`config.mk`:
```
export PLATFORM = sky130hd
export DESIGN_NAME = cnt_timer_ctrl
export DESIGN_NICKNAME = d
export VERILOG_FILES = /design/src/rtl/cnt_timer_ctrl.sv
export SDC_FILE = /design/constraint.sdc
export NUM_CORES = 1
export LEC_CHECK = 0
export ABC_AREA = 1
export BUFFER_PORTS_ARGS = -buffer_cell sky130_fd_sc_hd__buf_2
export CORE_MARGIN = 10
export CORE_UTILIZATION = 40
export CTS_BUF_LIST = sky130_fd_sc_hd__clkbuf_8
export DETAILED_ROUTE_END_ITERATION = 8
export GPL_TIMING_DRIVEN = 0
export HOLD_SLACK_MARGIN = 0.1
export PLACE_DENSITY = 0.76
export SETUP_SLACK_MARGIN = 0.4
export SLEW_MARGIN = 20
export SYNTH_ARGS = -nofsm -noshare
export SYNTH_HDL_FRONTEND = slang
export SYNTH_SLANG_ARGS = --single-unit
```
`constraint.sdc`:
```
create_clock -name clk -period 2.34 [get_ports clk]
set_input_delay 0.468 -clock clk [delete_from_list [all_inputs] [get_ports clk]]
set_output_delay 0.468 -clock clk [all_outputs]
set_load 0.01 [all_outputs]
```
`src/rtl/cnt_timer_ctrl.sv`:
```
// cnt_timer_ctrl: sequences an external loadable up-counter as a one-shot or periodic timer with prescaler.
// load/enab are decoded only from registered state and cnt_out, so start/stop/config never reach them.
module cnt_timer_ctrl #(
    parameter int WIDTH      = 5,
    parameter int PRESCALE_W = 4
) (
    input  logic                  clk,
    input  logic                  rst,
    input  logic                  start,
    input  logic                  stop,
    input  logic                  mode_periodic,
    input  logic [WIDTH-1:0]      start_val,
    input  logic [WIDTH-1:0]      period,
    input  logic [PRESCALE_W-1:0] prescale,
    input  logic                  irq_clr,
    input  logic [WIDTH-1:0]      cnt_out,
    output logic                  load,
    output logic                  enab,
    output logic [WIDTH-1:0]      cnt_in,
    output logic                  busy,
    output logic                  tick_done,
    output logic                  irq
);
    typedef enum logic [1:0] {IDLE, LOAD, RUN} state_t;

    state_t                state_q;
    logic [WIDTH-1:0]      start_s_q, period_s_q;
    logic [PRESCALE_W-1:0] pre_s_q, pre_cnt_q, pre_cnt_d;
    logic                  mode_s_q, busy_q, tick_done_q, irq_q;
    logic                  tick, expire;

    always_comb begin
        tick      = (state_q == RUN) && (pre_cnt_q == pre_s_q);
        expire    = tick && (cnt_out == period_s_q);
        pre_cnt_d = (state_q != RUN || tick) ? '0 : pre_cnt_q + 1'b1;
    end

    assign load      = (state_q == LOAD) || (expire && mode_s_q);
    assign enab      = tick && !expire;
    assign cnt_in    = start_s_q;
    assign busy      = busy_q;
    assign tick_done = tick_done_q;
    assign irq       = irq_q;

    always_ff @(posedge clk) begin
        if (rst) begin
            state_q     <= IDLE;
            start_s_q   <= '0;
            period_s_q  <= '0;
            pre_s_q     <= '0;
            mode_s_q    <= 1'b0;
            pre_cnt_q   <= '0;
            busy_q      <= 1'b0;
            tick_done_q <= 1'b0;
            irq_q       <= 1'b0;
        end else begin
            // an abort in the expiry cycle suppresses the expiry report
            tick_done_q <= expire && !stop;
            irq_q       <= (expire && !stop) || (irq_q && !irq_clr);
            pre_cnt_q   <= pre_cnt_d;
            case (state_q)
                IDLE: begin
                    if (start && !stop) begin
                        start_s_q  <= start_val;
                        period_s_q <= period;
                        pre_s_q    <= prescale;
                        mode_s_q   <= mode_periodic;
                        state_q    <= LOAD;
                        busy_q     <= 1'b1;
                    end
                end
                LOAD: begin
                    state_q <= stop ? IDLE : RUN;
                    busy_q  <= !stop;
                end
                RUN: begin
                    if (stop || (expire && !mode_s_q)) begin
                        state_q <= IDLE;
                        busy_q  <= 1'b0;
                    end
                end
                default: begin
                    state_q <= IDLE;
                    busy_q  <= 1'b0;
                end
            endcase
        end
    end
endmodule

```
==> impl_metrics.json <==
{
  "cp_max_fo": 3,
  "nets": 213,
  "synth-seq-area-share_pct": 45.8,
  "antenna_found_initial": 0,
  "crit_type": "reg2out",
  "rows": 18,
  "synth_nets": 172,
  "vias": 981,
  "io_buffers": 34,
  "hold_viol": 0,
  "coreArea_um2": 2500,
  "fmax_mhz": 548,
  "vias_per_cell": 4.54,
  "crit_arrival_ns": 1.36,
  "nFillCells": 230,
  "irDropWorstVdd_uv": 668,
  "setup_violations": 0,
  "die_area_um2": 5070,
  "maxSlewHeadroom_pct": 73.3,
  "drc_errors": 0,
  "whs_ns": 0.398,
  "tightest_slew_ns": 0.400,
  "dieWidth_um": 71.2,
  "grt_pass1_wl_um": 3970,
  "power.density_nw_per_um2": 674,
  "cts_htree_levels": 1,
  "syn_area_per_cell_um2": 7.18,
  "cts.clk_slew.worst_paths_ns": 0.09,
  "maxCapViolCount": 0,
  "first_iter_violations": 24,
  "clk_latency_ns": 0.27,
  "grt_max_degree": 15,
  "hold_buffers": 0,
  "root_buffer": "clkbuf_8",
  "final_max_slew_viol_count": 0,
  "drive_above_1_share_pct": 32.8,
  "cts_tree": "built",
  "syn_to_final_growth_pct": 30.1,
  "yosysTopAreaCell": "dfxtp_1",
  "finalClockSkew_ns": 0.00738,
  "outcome": "finished, final reports clean",
  "total_power_mw": 0.920,
  "cts_buffers": 3,
  "required_ns": 1.87,
  "die_h_um": 71.2,
  "ios": 35,
  "synth_area_leaders": "dfxtp_1 (46%), nor2_1 (9.7%), nand2_1 (9.3%)",
  "min_period_ns": 1.82,
  "r2r_slack_ns": 1.06,
  "grtUsageTotal_pct": 9.22,
  "hp-class": "in2reg",
  "grt_pass1_vias": 956,
  "clockBufferDepth": 2,
  "start_util_pct": 41.9,
  "worst_setup_path_start_kind": "flop",
  "firstDrtPassIters": 4,
  "ys_types": 21,
  "leakage_nw": 0.636,
  "place_congestion": 0.744,
  "critPathCaptureType": "output port",
  "netlist_instances": 146,
  "cts.sinks": 24,
  "yosysTopAreaCellShare_pct": 45.8,
  "synth-seq-cells": 24,
  "drtAntennaViolNets": 0,
  "wirelength_um": 2340,
  "detail_route.wl_per_cell_um": 10.8,
  "yosysWarnings": 0,
  "rsz0062_at_grt": "true",
  "grt.overflow.total": 0,
  "finalCritPeriodShare_pct": 77.9,
  "netlist_area_um2": 1050,
  "antennaDiodeCount": 0,
  "dp_hpwl_um": 1840,
  "tns_ns": 0
}
==> Yosys cell counts, drive strengths merged <==
library cell / instances
a21oi: 9
o22ai: 1
nand2: 28
nor2: 30
o21ai: 16
nor3: 2
o21bai: 1
buf: 3
xor2: 1
inv: 21
nand3: 5
xnor2: 4
dfxtp: 24
ha: 1
==> flip-flops by register name (all words and copies together), names as in the netlist <==
name	flops
mode_s_q	1
pre_s_q	4
irq	1
cnt_in	5
pre_cnt_q	4
tick_done	1
state_q	2
period_s_q	5
busy	1
==> logic make-up (layout without fill, tap and decap cells) <==
kind of cell	Yosys count	after routing	share of synthesized area (%)
AOI/OAI and AO/OA	27	27	13.2
xor gates and xnor gates	5	5	4.18
adders and majority gates	1	1	1.19
buffers and inverters	24	64	8.83
DFF	24	24	45.8
and+or+nand+nor	65	65	26.7
==> layout make-up <==
class / instances / area (µm²) / share of cell area (%)
tap: 30 / 37.5 / 2.75
buffer: 3 / 13.8 / 1.01
sequential: 24 / 493 / 36.1
clock inverter: 1 / 30.0 / 2.20
clock buffer: 3 / 41.3 / 3.03
inverter: 21 / 78.8 / 5.78
timing repair buffer: 36 / 185 / 13.6
multi-input combinational: 98 / 484 / 35.5
==> layer usage <==
layer | GRT usage [%] | share of wire, % | routed length, µm | vias to the layer above
met5 | 0 | 0 | 0 | -
met4 | 1.29 | 0.30 | 7 | 0
met3 | 6.00 | 10 | 233 | 2
met2 | 15.7 | 46 | 1070 | 29
met1 | 9.47 | 44 | 1020 | 416
li1 | - | - | - | 534
==> worst max-delay path, stage by stage (launching register included) <==
cell and delay (ns):
dfxtp_2 0.34, inv_2 0.03, nand2_1 0.05, nand2_1 0.04, nor2_1 0.09, nand2_1 0.09, nor2_4 0.14, nand2_2 0.07
o22ai_2 0.08, buf_2 0.15
==> cells in the final DEF, fill, tap and decap left out, types with 2 or more instances in the layout <==
master / synthesis / routed
a21oi_1: 9 / 9
nand2_1: 26 / 26
o21ai_0: 10 / 10
inv_2: 2 / 3
inv_1: 19 / 18
nor2_4: 2 / 2
clkbuf_8: 0 / 3
xnor2_1: 4 / 4
buf_2: 2 / 36
dfxtp_2: 0 / 7
nand3_1: 5 / 5
o21ai_1: 6 / 6
dfxtp_1: 24 / 16
nor2_2: 1 / 2
nand2_2: 2 / 2
buf_4: 0 / 2
nor2_1: 27 / 26
==> worst paths after layout <==
path / from / to / cells past startpoint
min: stop / tick_done$_SDFF_PP0_ / 2
min reg2reg: pre_cnt_q[0]$_SDFF_PP0_ / pre_cnt_q[0]$_SDFF_PP0_ / 1
max reg2reg: period_s_q[1]$_SDFFE_PP0P_ / irq$_SDFF_PP0_ / 10
max: period_s_q[1]$_SDFFE_PP0P_ / load / 9
==> timing repair <==
item / CTS / global route
hold endpoints to repair: 0 / 0
setup buffers: 0 / 2
gates resized for setup: 1 / 11
pin swaps: 0 / 3
setup endpoints to repair: 1 / 2
==> power breakdown <==
part	internal [mW]	leakage (nW)	switching, mW
clock network	0.229	0.0357	0.133
registers	0.429	0.200	0.0109
logic	0.0517	0.400	0.0662
total	0.710	0.636	0.210
==> metrics by stage <==
| step | setup slack [ns] | std cells | area [µm²] | utilization, % |
|---|---|---|---|---|
| floorplan | 0.766 | 146 | 1050 | - |
| global placement | 0.554 | 210 | 1260 | 50.3 |
| detailed placement | 0.549 | 210 | 1260 | 50.3 |
| CTS | 0.432 | 214 | 1330 | 53.2 |
| global route | 0.375 | 216 | 1360 | 54.6 |
| finish | 0.516 | 216 | 1360 | 54.6 |
Power figures use the tool's default switching activity.
